===== src/rtl/uart_pkg.sv =====
// Shared types and helpers for the parametrised UART core: FSM state encodings,
// the parity function and the compile-time configuration check.
package uart_pkg;

    typedef enum logic [2:0] {
        TX_IDLE,
        TX_START,
        TX_DATA,
        TX_PARITY,
        TX_STOP
    } tx_state_e;

    typedef enum logic [2:0] {
        RX_IDLE,
        RX_START,
        RX_DATA,
        RX_PARITY,
        RX_STOP,
        RX_WAIT_IDLE
    } rx_state_e;

    localparam int MAX_DATA_BITS = 9;

    // Parity bit to send for a zero-extended payload: even parity is the XOR.
    function automatic logic parity_bit(input logic [MAX_DATA_BITS-1:0] data, input logic odd);
        return (^data) ^ odd;
    endfunction

    function automatic bit cfg_legal(input int data_bits, input int stop_bits, input int oversample);
        return (data_bits >= 5) && (data_bits <= MAX_DATA_BITS) &&
               ((stop_bits == 1) || (stop_bits == 2)) &&
               (oversample >= 4) && ((oversample % 2) == 0);
    endfunction

endpackage


===== src/rtl/uart_baud_gen.sv =====
// Oversampling tick generator: one-cycle tick every baud_div+1 clocks.
module uart_baud_gen #(
    parameter int DIV_W = 16
) (
    input  logic             clk,
    input  logic             rst,
    input  logic [DIV_W-1:0] baud_div,
    output logic             tick
);

    logic [DIV_W-1:0] cnt_q, cnt_d;

    // >= rather than == so a divisor lowered while idle cannot strand the counter above it.
    always_comb begin
        tick  = (cnt_q >= baud_div);
        cnt_d = tick ? '0 : cnt_q + 1'b1;
    end

    // NOTE: sequential state uses non-blocking assignments so every flop samples pre-edge values.
    always_ff @(posedge clk or posedge rst) begin
        if (rst) begin
            cnt_q <= '0;
        end else begin
            cnt_q <= cnt_d;
        end
    end

endmodule


===== src/rtl/uart_core_param.sv =====
// Full-duplex UART with compile-time frame format and a runtime baud divisor.
// TX and RX FSMs share one oversampling tick but are otherwise independent.
module uart_core_param
    import uart_pkg::*;
#(
    parameter int DATA_BITS  = 8,
    parameter int PARITY_EN  = 0,
    parameter int PARITY_ODD = 0,
    parameter int STOP_BITS  = 1,
    parameter int OVERSAMPLE = 16,
    parameter int DIV_W      = 16
) (
    input  logic                 clk,
    input  logic                 rst,
    input  logic [DIV_W-1:0]     baud_div,
    input  logic [DATA_BITS-1:0] tx_data,
    input  logic                 tx_valid,
    output logic                 tx_ready,
    output logic                 txd,
    input  logic                 rxd,
    output logic [DATA_BITS-1:0] rx_data,
    output logic                 rx_valid,
    input  logic                 rx_ready,
    output logic                 rx_frame_err,
    output logic                 rx_parity_err,
    output logic                 rx_overrun
);

    localparam int               OS_W      = $clog2(OVERSAMPLE);
    localparam int               BIT_W     = $clog2(DATA_BITS + 1);
    localparam logic [OS_W-1:0]  OS_LAST   = OS_W'(OVERSAMPLE - 1);
    localparam logic [OS_W-1:0]  OS_MID    = OS_W'(OVERSAMPLE / 2 - 1);
    localparam logic [BIT_W-1:0] DATA_LAST = BIT_W'(DATA_BITS - 1);
    localparam logic [BIT_W-1:0] STOP_LAST = BIT_W'(STOP_BITS - 1);
    localparam logic             ODD       = (PARITY_ODD != 0);
    localparam bit               HAS_PAR   = (PARITY_EN != 0);

    if (!cfg_legal(DATA_BITS, STOP_BITS, OVERSAMPLE)) begin : g_bad_cfg
        $fatal(1, "uart_core_param: illegal DATA_BITS/STOP_BITS/OVERSAMPLE");
    end

    logic tick;

    uart_baud_gen #(.DIV_W(DIV_W)) u_baud (
        .clk      (clk),
        .rst      (rst),
        .baud_div (baud_div),
        .tick     (tick)
    );

    tx_state_e            tx_state_q, tx_state_d;
    logic [DATA_BITS-1:0] tx_shift_q, tx_shift_d;
    logic                 tx_par_q, tx_par_d;
    logic [BIT_W-1:0]     tx_bit_q, tx_bit_d;
    logic [OS_W-1:0]      tx_os_q, tx_os_d;
    logic                 txd_q, txd_d;
    logic                 tx_bit_end;

    assign tx_bit_end = tick && (tx_os_q == OS_LAST);

    // NOTE: every always_comb output gets a default first, so no path can infer a latch.
    always_comb begin
        tx_state_d = tx_state_q;
        tx_shift_d = tx_shift_q;
        tx_par_d   = tx_par_q;
        tx_bit_d   = tx_bit_q;
        tx_os_d    = tx_os_q;
        txd_d      = txd_q;
        if (tx_state_q != TX_IDLE && tick) begin
            tx_os_d = tx_bit_end ? '0 : tx_os_q + 1'b1;
        end
        case (tx_state_q)
            TX_IDLE: begin
                if (tx_valid) begin
                    tx_state_d = TX_START;
                    tx_shift_d = tx_data;
                    tx_par_d   = parity_bit(MAX_DATA_BITS'(tx_data), ODD);
                    tx_os_d    = '0;
                    txd_d      = 1'b0;
                end
            end
            TX_START: begin
                if (tx_bit_end) begin
                    tx_state_d = TX_DATA;
                    tx_bit_d   = '0;
                    txd_d      = tx_shift_q[0];
                end
            end
            TX_DATA: begin
                if (tx_bit_end) begin
                    if (tx_bit_q == DATA_LAST) begin
                        tx_bit_d = '0;
                        if (HAS_PAR) begin
                            tx_state_d = TX_PARITY;
                            txd_d      = tx_par_q;
                        end else begin
                            tx_state_d = TX_STOP;
                            txd_d      = 1'b1;
                        end
                    end else begin
                        tx_shift_d = tx_shift_q >> 1;
                        tx_bit_d   = tx_bit_q + 1'b1;
                        txd_d      = tx_shift_q[1];
                    end
                end
            end
            TX_PARITY: begin
                if (tx_bit_end) begin
                    tx_state_d = TX_STOP;
                    tx_bit_d   = '0;
                    txd_d      = 1'b1;
                end
            end
            TX_STOP: begin
                if (tx_bit_end) begin
                    if (tx_bit_q == STOP_LAST) begin
                        tx_state_d = TX_IDLE;
                    end else begin
                        tx_bit_d = tx_bit_q + 1'b1;
                    end
                end
            end
            default: begin
                tx_state_d = TX_IDLE;
                txd_d      = 1'b1;
            end
        endcase
    end

    always_ff @(posedge clk or posedge rst) begin
        if (rst) begin
            tx_state_q <= TX_IDLE;
            tx_shift_q <= '0;
            tx_par_q   <= 1'b0;
            tx_bit_q   <= '0;
            tx_os_q    <= '0;
            txd_q      <= 1'b1;
        end else begin
            tx_state_q <= tx_state_d;
            tx_shift_q <= tx_shift_d;
            tx_par_q   <= tx_par_d;
            tx_bit_q   <= tx_bit_d;
            tx_os_q    <= tx_os_d;
            txd_q      <= txd_d;
        end
    end

    assign tx_ready = (tx_state_q == TX_IDLE);
    assign txd      = txd_q;

    logic                 sync1_q, sync2_q, rx_prev_q;
    rx_state_e            rx_state_q, rx_state_d;
    logic [DATA_BITS-1:0] rx_shift_q, rx_shift_d;
    logic                 rx_par_q, rx_par_d;
    logic [BIT_W-1:0]     rx_bit_q, rx_bit_d;
    logic [OS_W-1:0]      rx_os_q, rx_os_d;
    logic                 rx_bit_end, frame_done, frame_ferr;

    // Synchroniser resets to the idle line level so reset release never looks like a start bit.
    always_ff @(posedge clk or posedge rst) begin
        if (rst) begin
            sync1_q   <= 1'b1;
            sync2_q   <= 1'b1;
            rx_prev_q <= 1'b1;
        end else begin
            sync1_q   <= rxd;
            sync2_q   <= sync1_q;
            rx_prev_q <= sync2_q;
        end
    end

    assign rx_bit_end = tick && (rx_os_q == OS_LAST);

    always_comb begin
        rx_state_d = rx_state_q;
        rx_shift_d = rx_shift_q;
        rx_par_d   = rx_par_q;
        rx_bit_d   = rx_bit_q;
        rx_os_d    = rx_os_q;
        frame_done = 1'b0;
        frame_ferr = 1'b0;
        if (tick && (rx_state_q == RX_DATA || rx_state_q == RX_PARITY || rx_state_q == RX_STOP)) begin
            rx_os_d = rx_bit_end ? '0 : rx_os_q + 1'b1;
        end
        case (rx_state_q)
            RX_IDLE: begin
                if (rx_prev_q && !sync2_q) begin
                    rx_state_d = RX_START;
                    rx_os_d    = '0;
                end
            end
            RX_START: begin
                if (tick) begin
                    if (rx_os_q == OS_MID) begin
                        rx_state_d = sync2_q ? RX_IDLE : RX_DATA;
                        rx_os_d    = '0;
                        rx_bit_d   = '0;
                    end else begin
                        rx_os_d = rx_os_q + 1'b1;
                    end
                end
            end
            RX_DATA: begin
                if (rx_bit_end) begin
                    rx_shift_d = {sync2_q, rx_shift_q[DATA_BITS-1:1]};
                    if (rx_bit_q == DATA_LAST) begin
                        rx_state_d = HAS_PAR ? RX_PARITY : RX_STOP;
                    end else begin
                        rx_bit_d = rx_bit_q + 1'b1;
                    end
                end
            end
            RX_PARITY: begin
                if (rx_bit_end) begin
                    rx_par_d   = sync2_q;
                    rx_state_d = RX_STOP;
                end
            end
            RX_STOP: begin
                if (rx_bit_end) begin
                    frame_done = 1'b1;
                    frame_ferr = !sync2_q;
                    rx_state_d = sync2_q ? RX_IDLE : RX_WAIT_IDLE;
                end
            end
            RX_WAIT_IDLE: begin
                if (sync2_q) begin
                    rx_state_d = RX_IDLE;
                end
            end
            default: rx_state_d = RX_IDLE;
        endcase
    end

    logic [DATA_BITS-1:0] rx_data_q, rx_data_d;
    logic                 rx_valid_q, rx_valid_d;
    logic                 rx_ferr_q, rx_ferr_d;
    logic                 rx_perr_q, rx_perr_d;
    logic                 rx_ovr_q, rx_ovr_d;

    // A completed frame is dropped only if the held word is still unaccepted this cycle.
    always_comb begin
        rx_data_d  = rx_data_q;
        rx_ferr_d  = rx_ferr_q;
        rx_perr_d  = rx_perr_q;
        rx_valid_d = rx_valid_q && !rx_ready;
        rx_ovr_d   = 1'b0;
        if (frame_done) begin
            if (rx_valid_q && !rx_ready) begin
                rx_ovr_d = 1'b1;
            end else begin
                rx_data_d  = rx_shift_q;
                rx_ferr_d  = frame_ferr;
                rx_perr_d  = HAS_PAR && (rx_par_q != parity_bit(MAX_DATA_BITS'(rx_shift_q), ODD));
                rx_valid_d = 1'b1;
            end
        end
    end

    // NOTE: the receive holding register is reset too, since rx_data must read 0 out of reset.
    always_ff @(posedge clk or posedge rst) begin
        if (rst) begin
            rx_state_q <= RX_IDLE;
            rx_shift_q <= '0;
            rx_par_q   <= 1'b0;
            rx_bit_q   <= '0;
            rx_os_q    <= '0;
            rx_data_q  <= '0;
            rx_valid_q <= 1'b0;
            rx_ferr_q  <= 1'b0;
            rx_perr_q  <= 1'b0;
            rx_ovr_q   <= 1'b0;
        end else begin
            rx_state_q <= rx_state_d;
            rx_shift_q <= rx_shift_d;
            rx_par_q   <= rx_par_d;
            rx_bit_q   <= rx_bit_d;
            rx_os_q    <= rx_os_d;
            rx_data_q  <= rx_data_d;
            rx_valid_q <= rx_valid_d;
            rx_ferr_q  <= rx_ferr_d;
            rx_perr_q  <= rx_perr_d;
            rx_ovr_q   <= rx_ovr_d;
        end
    end

    assign rx_data       = rx_data_q;
    assign rx_valid      = rx_valid_q;
    assign rx_frame_err  = rx_ferr_q;
    assign rx_parity_err = rx_perr_q;
    assign rx_overrun    = rx_ovr_q;

endmodule


===== config.mk =====
export PLATFORM = sky130hd
export DESIGN_NAME = uart_core_param
export DESIGN_NICKNAME = d
export VERILOG_FILES = /design/src/rtl/uart_pkg.sv /design/src/rtl/uart_baud_gen.sv /design/src/rtl/uart_core_param.sv
export SDC_FILE = /design/constraint.sdc
export NUM_CORES = 1
export LEC_CHECK = 0
export CORE_MARGIN = 8
export CORE_UTILIZATION = 40
export DETAILED_ROUTE_END_ITERATION = 7
export GPL_TIMING_DRIVEN = 0
export SYNTH_ARGS = -nofsm -noshare
export SYNTH_HDL_FRONTEND = slang
export SYNTH_HIERARCHICAL = 1
export SYNTH_SLANG_ARGS = --single-unit
export TNS_END_PERCENT = 30

===== constraint.sdc =====
create_clock -name clk -period 3.2 [get_ports clk]
set_input_delay 0.48 -clock clk [delete_from_list [all_inputs] [get_ports clk]]
set_output_delay 0.48 -clock clk [all_outputs]
set_load 0.02 [all_outputs]

==> results of run 1 <==
logic make-up after synthesis:
logic type	Yosys count	share of synthesized area
other	1	0.0009615
DFF	69	0.4440
buffers and inverters	45	0.05197
muxes	29	0.07988
adders and majority gates	22	0.07058
xor gates and xnor gates	16	0.03593
and+or+nand+nor	133	0.1954
AOI/OAI and AO/OA	74	0.1213
metal layers:
layer  global-route usage  share of wire  vias up  wire (um)
li1                     -              -     1510          -
met1               0.1689           0.48     1445       3838
met2               0.2078           0.47       49       3768
met3              0.03046          0.049        7        397
met4              0.04466         0.0094        0         76
met5                    0              0        -          0
cells in the mapped netlist, types with 3 or more instances:
library cell	n	share of area
nor2b_1	4	0.0064
xnor2_1	7	0.016
buf_2	8	0.010
nand2_1	28	0.027
o31ai_1	6	0.012
dfrtp_1	65	0.42
a21oi_1	18	0.023
nor3_1	4	0.0051
or3_1	6	0.0096
inv_1	28	0.027
a22o_1	3	0.0067
nand4_1	5	0.0080
xor2_1	9	0.020
o21ai_0	25	0.032
nand3_1	18	0.023
nor2_1	33	0.032
o22ai_1	3	0.0048
dfstp_2	4	0.027
clkbuf_1	3	0.0029
buf_4	4	0.0077
nand3b_1	3	0.0058
ha_1	22	0.071
mux2i_1	12	0.031
and2_1	3	0.0048
and4_1	6	0.013
nand2b_1	5	0.0080
mux2_2	16	0.046
state kept, by name, summed over array words and instances (netlist names), 3 cells and up:
name and flops:
rx_data 8, rx_shift_q 8, rx_bit_q 4, rx_state_q 3, tx_shift_q 8, tx_state_q 3, tx_bit_q 4, u_baud/cnt_q 16
rx_os_q 4, tx_os_q 4
layout by cell type (no fill, tap or decap), types with 3 or more instances in the layout:
cell type        count
buf_4               12
nor2b_1              4
o22ai_1              3
and2_1               3
or3_1                6
nand3b_1             3
mux2_2              16
nand2_1             28
dfstp_2              4
clkdlybuf4s50_1     41
nand4_1              5
and4_1               6
o31ai_1              6
clkbuf_8             9
xor2_1               9
buf_2                8
dfrtp_1             65
inv_6                5
a22o_1               3
o21ai_0             25
buf_6                3
nand2b_1             5
nand3_1             18
inv_1               27
xnor2_1              7
ha_1                22
a21oi_1             18
mux2i_1             12
nor2_1              33
nor3_1               4
power by group:
part           leakage [nW]  internal [W]  switching (W)
sequential            0.905      0.000949      0.0000743
combinational          1.19      0.000133       0.000125
clock                0.0936      0.000300       0.000378
through the flow:
step / utilization / power (W) / TNS, ps
global route: 0.5001 / 0.002076 / 0
floorplan: - / 0.001188 / 0
finish: 0.5001 / 0.001960 / 0
global placement: 0.4644 / 0.001278 / -20280
detailed placement: 0.4665 / 0.001296 / -21220
CTS: 0.4934 / 0.001985 / 0
path summary, 6_finish.rpt:
check	start	to	slack (ps)
worst max-delay path	baud_div[7]	rx_os_q[3]	170
worst min-delay path	sync1_q	sync2_q	370
worst max register to register	u_baud/cnt_q[7]	rx_os_q[3]	320
worst min register to register	sync1_q	sync2_q	370
max in group asynchronous	rst	sync1_q	2180
min in group asynchronous	rst	tx_state_q[2]	440
cell type report:
| cell class | instances | area (sq um) |
|---|---|---|
| inverters | 28 | 105.1 |
| flip-flops and latches | 69 | 1732 |
| plain buffers | 16 | 101.3 |
| fillers | 929 | 4818 |
| multi-input cells | 275 | 1999 |
| repair buffers | 54 | 530.5 |
| clock buffers | 9 | 123.9 |
| well taps | 133 | 166.4 |
| clock inverters | 7 | 62.56 |
what timing repair did:
item / CTS / global route
gates cloned: 0 / 1
endpoints found under the hold margin: 0 / 0
buffers inserted: 4 / 7
gates resized for setup: 5 / 5
endpoints found under the setup margin: 37 / 37
pin swaps: 2 / 1
==> impl_metrics.json, run 1 <==
{
  "peakVddDrop_uv": 244.7,
  "crit_cells": 12,
  "grt_pass1_vias": 2912,
  "ioPinCount": 43,
  "p_leak_nw": 2.187,
  "stdcell_area_sq_um": 4821,
  "fmax_mhz": 330.3,
  "cts_made_buffers": 9,
  "num_antenna_cells": 0,
  "min_delay_path_depth": 0,
  "synthArstFlopShare": 1.000,
  "overflow": 0,
  "path_cells": "clkdlybuf4s50_1 > inv_1 > ha_1 > and4_1 > o21ai_0 > or4_4 > o211ai_4 > buf_6 > nand3_1 > o21ai_2 > o211ai_1 > a32o_1",
  "final.min_clock_period_ps": 3028,
  "rows": 36,
  "synth_cell_type_count": 60,
  "setup_ws_ps": 172.2,
  "viasPerCell": 5.095,
  "syn2layout_area_growth_pct": 23.61,
  "path_class": "in -> reg",
  "hold_viol_final": 0,
  "portBuffers": 41,
  "dp_cells": 564,
  "first_iter_violations": 112,
  "globalRouteTotalUtil": 0.1299,
  "yosys_warnings": 6,
  "htree_levels": 3,
  "ant_nets": 0,
  "dr_total_vias": 3011,
  "whs_ps": 367.3,
  "netlist_area_sq_um": 3900,
  "initial_core_util": 0.4046,
  "wirelength_mm": 8.079,
  "coreArea_sq_um": 9639,
  "antenna_found_initial": 0,
  "nets": 504,
  "cp_max_fo": 9,
  "maxCapViolCount": 0,
  "die_w_um": 114.7,
  "setup_viol": 0,
  "rsz0062_at_grt": "false",
  "ys_seq_area_frac": 0.4440,
  "grt_max_degree": 42,
  "hold_class": "reg -> reg",
  "p_per_area_nw_per_um2": 406.5,
  "synth_area_per_cell_sq_um": 10.03,
  "synthFlopType": "dfrtp_1",
  "status": "complete, no violations",
  "wire_per_inst_um": 13.67,
  "pre_cts_ws_ps": -591.3,
  "crit_path_start_kind": "primary input",
  "die-area_sq_um": 13170,
  "dpl_cell_area_sq_um": 4497,
  "slew_viol_final": 0,
  "synth_edf_count": 0,
  "cts_tree": "yes",
  "worstPathRequired_ps": 3430,
  "maxSlewHeadroom": 0.5886,
  "cp_slowest_cell": "or4_4",
  "root_buffer": "clkbuf_8",
  "first_pass_iters": 4,
  "ctsLongestPathBuffers": 2,
  "syn_inst": 389,
  "drc": 0,
  "ys_ff_latch": 69,
  "synth_nets": 440,
  "crit_buf_inv": 3,
  "die_h_um": 114.7,
  "cts.clk_slew.worst_paths_ps": 80,
  "r2r_cells": 10,
  "cp-end-kind": "flop",
  "final_cells": 591,
  "cts.sinks": 69,
  "routabilityCongestion": 0.8367,
  "cts_hold_buf": 0,
  "layout-drive-gt1-share": 0.1703,
  "worst-endpoint-arrival_ps": 3260,
  "finalClockSkew_ps": 11.22,
  "fin_crit_sh": 0.9462,
  "grt_pass1_wl_mm": 14.06,
  "dpl.hpwl_mm": 5.864,
  "clk_latency_ps": 340,
  "worst_pin_slew_ps": 616.5,
  "critPathTopFamily": "simple AND/OR/NAND/NOR gates",
  "slowest_delay_ps": 510
}
Note: power is estimated with default switching activity, not from simulation.
==> run 2: changes to the inputs <==
- CORE_UTILIZATION: 40 -> 55
- PLACE_DENSITY: not set -> 0.78
==> run 2 against run 1 <==
Against the previous run:
- non-clock buffer count shrank 1
- hold slack worse by 5.0 ps
- global-route usage increased by 4.2 points
- sequential cell count did not move
- die area decreased by 24%
- combinational power rose by 2%
- critical endpoint is now tx_shift_q[7]
- largest cell class unchanged
==> impl_metrics.json, run 2 (synthesized netlist as in run 1, its figures left out) <==
{
  "status": "complete, no violations",
  "ioPinCount": 43,
  "largest_register_ffs": 16,
  "pre_cts_ws_ps": -566.5,
  "coreArea_sq_um": 6832,
  "p_leak_nw": 2.187,
  "htree_levels": 3,
  "wire_per_inst_um": 14.91,
  "routabilityCongestion": 0.8992,
  "syn2layout_area_growth_pct": 22.91,
  "largest_register": "u_baud/cnt_q",
  "final_cell_mix": "65 x dfrtp_1, 41 x clkdlybuf4s50_1, 33 x nor2_1",
  "final_util": 0.7016,
  "grt_max_degree": 36,
  "first_pass_iters": 4,
  "layout-drive-gt1-share": 0.1751,
  "final_common_cell": "dfrtp_1",
  "nets": 503,
  "die_h_um": 100.2,
  "dpl.hpwl_mm": 5.816,
  "r2r_start": "u_baud/cnt_q[7]",
  "ant_nets": 0,
  "clk_latency_ps": 350,
  "maxSlewHeadroom": 0.5891,
  "worst-endpoint-arrival_ps": 3340,
  "min_delay_path_depth": 0,
  "first_iter_violations": 125,
  "path_class": "in -> reg",
  "slew_viol_final": 0,
  "top_layer": "met4",
  "cp-end-kind": "flop",
  "rsz0062_at_grt": "true",
  "globalRouteTotalUtil": 0.1723,
  "setup_viol": 0,
  "num_antenna_cells": 0,
  "final.min_clock_period_ps": 3093,
  "root_buffer": "clkbuf_8",
  "ctsLongestPathBuffers": 2,
  "min-delay-start": "sync1_q",
  "wl_met3_um": 403,
  "cts_hold_buf": 0,
  "worstPathRequired_ps": 3450,
  "setup_ws_ps": 106.8,
  "p_per_area_nw_per_um2": 410.1,
  "crit_path_start_kind": "primary input",
  "worstSetupStartpoint": "baud_div[11]",
  "worst_pin_slew_ps": 615.7,
  "whs_ps": 362.3,
  "cts.sinks": 69,
  "fin_crit_sh": 0.9666,
  "cts_tree": "yes",
  "rows": 30,
  "r2r_cells": 12,
  "cts_made_buffers": 9,
  "initial_core_util": 0.5709,
  "wirelength_mm": 8.243,
  "viasPerCell": 5.535,
  "overflow": 0,
  "grt_pass1_vias": 3038,
  "drt-met1-wl_mm": 3.582,
  "fmax_mhz": 323.3,
  "portBuffers": 41,
  "peakVddDrop_uv": 339.7,
  "hold_viol_final": 0,
  "antenna_found_initial": 0,
  "cts.clk_slew.worst_paths_ps": 80,
  "grt_pass1_wl_mm": 13.95,
  "maxCapViolCount": 0,
  "drc": 0,
  "die_w_um": 100.2,
  "die-area_sq_um": 10040,
  "dr_total_vias": 3061,
  "finalClockSkew_ps": 7.761,
  "hold_class": "reg -> reg",
  "dr_wl_met2_mm": 4.107,
  "cp_max_fo": 8
}
[run 2: changes by cell type in the layout (fill, tap and decap cells not counted), sizes merged]
cell	previous run	this run
clkbuf	13	14
inv	34	32
buf	25	23
clkinvlp	1	2
clkinv	0	1
[run 2: final timing paths]
kind                                 end  slack, ps
min in group asynchronous    tx_bit_q[2]        470
min reg2reg                      sync2_q        360
max in group asynchronous        sync1_q       2150
min                              sync2_q        360
max                        tx_shift_q[7]        110
max reg2reg                tx_shift_q[7]        220
[run 2: layout make-up]
cell class / count / area (sq um)
tap: 96 / 120.1
clock inverter: 7 / 63.81
inverter: 28 / 105.1
buffer: 17 / 115.1
clock buffer: 9 / 123.9
timing repair buffer: 52 / 521.8
sequential: 69 / 1732
multi-input combinational: 275 / 2012
fill: 512 / 2038
[run 2: where the power goes]
part           switching, W  internal [W]  total (W)
Sequential        0.0000761      0.000949    0.00103
Clock              0.000382      0.000298   0.000680
Combinational      0.000127      0.000134   0.000261
[run 2: routing by layer]
metal	up-vias	global-route usage
li1	1504	-
met1	1471	0.2040
met2	73	0.2887
met3	13	0.03806
met4	0	0.08372
met5	-	0
[run 2: critical path, stage by stage]
cell and delay (ps):
clkdlybuf4s50_1 470, inv_1 50, ha_1 310, and4_4 230
o31ai_1 60, or4_4 440, o211ai_4 150, buf_6 150
buf_6 120, and4_1 190, buf_6 150, a41oi_4 170
buf_4 190, a22o_1 170
[run 2: repair_timing]
| action | 4_1_cts | 5_1_grt |
|---|---|---|
| setup endpoints to repair | 33 | 38 |
| cloned | 0 | 1 |
| pin swaps | 2 | 1 |
| buffers inserted | 4 | 5 |
| hold endpoints to repair | 0 | 0 |
| gates resized for setup | 5 | 14 |
[run 2: per-stage QoR]
step / std cells / TNS (ps) / power, W / instance area, sq um
after floorplan: 389 / 0 / 0.001188 / 3900
after global placement: 526 / -17040 / 0.001274 / 4431
after detailed placement: 527 / -19400 / 0.001293 / 4451
after CTS: 547 / 0 / 0.001979 / 4713
after global routing: 553 / -50.51 / 0.002061 / 4793
final: 553 / 0 / 0.001966 / 4793
==> run 3: changes to the inputs <==
- CORE_ASPECT_RATIO: not set -> 1.5
- HOLD_SLACK_MARGIN: not set -> 0.08
==> run 3 against run 2 <==
Against the previous run:
- critical endpoint is now rx_data[7]
- combinational power is essentially flat
- critical path type unchanged
- die area up 0.56%
- hold slack improved by 4.7 ps
- sequential power hardly changed
- clock skew rose by 4.4 ps
- cell area decreased by 1.2%
==> impl_metrics.json, run 3 (synthesized netlist as in run 1, its figures left out) <==
{
  "status": "complete, no violations",
  "cts.clk_slew.worst_paths_ps": 70,
  "die-area_sq_um": 10100,
  "cts_tree": "yes",
  "r2r_slack_ps": 240,
  "dpl_cell_area_sq_um": 4428,
  "finalSetupTns_ps": 0,
  "rr_endpoint": "rx_data[7]",
  "grt_pass1_vias": 3348,
  "crit_end": "rx_data[7]",
  "worstSetupStartpoint": "baud_div[7]",
  "worst_pin_slew_ps": 609.7,
  "cts.sinks": 69,
  "dpl.hpwl_mm": 6.196,
  "cts_made_buffers": 9,
  "r2r_start": "u_baud/cnt_q[7]",
  "nets": 500,
  "num_antenna_cells": 0,
  "maxCapViolCount": 0,
  "p_leak_nw": 2.171,
  "min_delay_path_depth": 0,
  "grt_pass1_wl_mm": 14.85,
  "final.fill_count": 557,
  "rows": 37,
  "slew_viol_final": 0,
  "die_w_um": 84.76,
  "clk_latency_ps": 350,
  "dp_cells": 509,
  "worstPathRequired_ps": 3430,
  "cts_hold_buf": 0,
  "crit_path_start_kind": "primary input",
  "ant_nets": 0,
  "root_buffer": "clkbuf_8",
  "first_iter_violations": 88,
  "syn2layout_area_growth_pct": 21.40,
  "wirelength_mm": 8.418,
  "drc": 0,
  "initial_core_util": 0.5692,
  "ctsLongestPathBuffers": 2,
  "routabilityCongestion": 0.8390,
  "p_per_area_nw_per_um2": 420.1,
  "die_h_um": 119.1,
  "dr_total_vias": 3098,
  "final.min_clock_period_ps": 3089,
  "final_common_cell": "dfrtp_1",
  "hold_class": "reg -> reg",
  "fin_crit_sh": 0.9652,
  "first_pass_iters": 4,
  "overflow": 0,
  "worst-endpoint-arrival_ps": 3320,
  "cp_max_fo": 10,
  "portBuffers": 41,
  "maxSlewHeadroom": 0.5931,
  "final_cells": 532,
  "largest_register_ffs": 16,
  "cp-end-kind": "flop",
  "register_area_sq_um": 1732,
  "wire_per_inst_um": 15.82,
  "setup_ws_ps": 111.3,
  "antenna_found_initial": 0,
  "pre_cts_ws_ps": -562.7,
  "multi_input_area_sq_um": 1999,
  "path_class": "in -> reg",
  "peakVddDrop_uv": 348.3,
  "layout-drive-gt1-share": 0.1608,
  "setup_viol": 0,
  "htree_levels": 3,
  "hold_viol_final": 0,
  "fmax_mhz": 323.8,
  "largest_register": "u_baud/cnt_q",
  "final_cell_mix": "65 x dfrtp_1, 41 x clkdlybuf4s50_1, 33 x nor2_1",
  "grt_max_degree": 36,
  "finalClockSkew_ps": 12.16,
  "stdcell_area_sq_um": 4735,
  "r2r_cells": 11,
  "power_w": 0.001989,
  "coreArea_sq_um": 6852,
  "globalRouteTotalUtil": 0.1789,
  "ioPinCount": 43,
  "viasPerCell": 5.823
}
## run 3: changes by cell type in the layout (fill, tap and decap cells not counted), moves of 2 or more
cell / change
o21ai_1: -2
inv_8: -2
buf_6: -3
o21ai_0: +2
## run 3: worst max-delay path, cell delays in order
cell and delay (ps):
clkdlybuf4s50_1 460, inv_1 40, ha_1 300, and4_1 170, o21ai_0 90, or4_4 500, o211ai_4 110, buf_6 130
buf_4 150, and4_1 170, buf_2 190, nand3_4 170, mux2_1 350
## run 3: what timing repair did
action | 4_1_cts | 5_1_grt
resized for setup | 4 | 5
setup endpoints to repair | 39 | 15
pin swaps | 2 | 2
buffers inserted | 5 | 2
## run 3: worst min-delay path by stage
stage,startpoint,to,slack (ps)
floorplan,sync1_q,sync2_q,350
global placement,sync1_q,sync2_q,350
detailed placement,sync1_q,sync2_q,350
CTS,sync1_q,sync2_q,370
global route,sync1_q,sync2_q,370
finish,sync1_q,sync2_q,370
## run 3: stage by stage
step                hold WS, ps    util
floorplan                 345.2       -
global placement          347.9  0.6434
detailed placement        350.0  0.6463
CTS                       367.2  0.6866
global route              372.5  0.6910
finish                    367.0  0.6910
## run 3: metal layers
layer | track usage | wire [um] | vias up
met3 | 0.03992 | 382 | 18
met5 | 0 | 0 | -
met1 | 0.1836 | 3232 | 1498
met2 | 0.3299 | 4636 | 79
met4 | 0.09071 | 166 | 0
li1 | - | - | 1503
## run 3: layout make-up
| type | instances | share of cell area |
|---|---|---|
| tap | 78 | 0.02061 |
| inverter | 28 | 0.02220 |
| multi-input combinational | 275 | 0.4223 |
| buffer | 17 | 0.02220 |
| clock buffer | 11 | 0.02986 |
| sequential | 69 | 0.3658 |
| clock inverter | 5 | 0.01242 |
| timing repair buffer | 49 | 0.1047 |
## run 3: power by group
| group | total (W) | internal (W) | switching (W) |
|---|---|---|---|
| combinational | 0.000259 | 0.000132 | 0.000127 |
| clock | 0.000706 | 0.000383 | 0.000323 |
| sequential | 0.00102 | 0.000950 | 0.0000745 |
| total | 0.00199 | 0.00146 | 0.000525 |
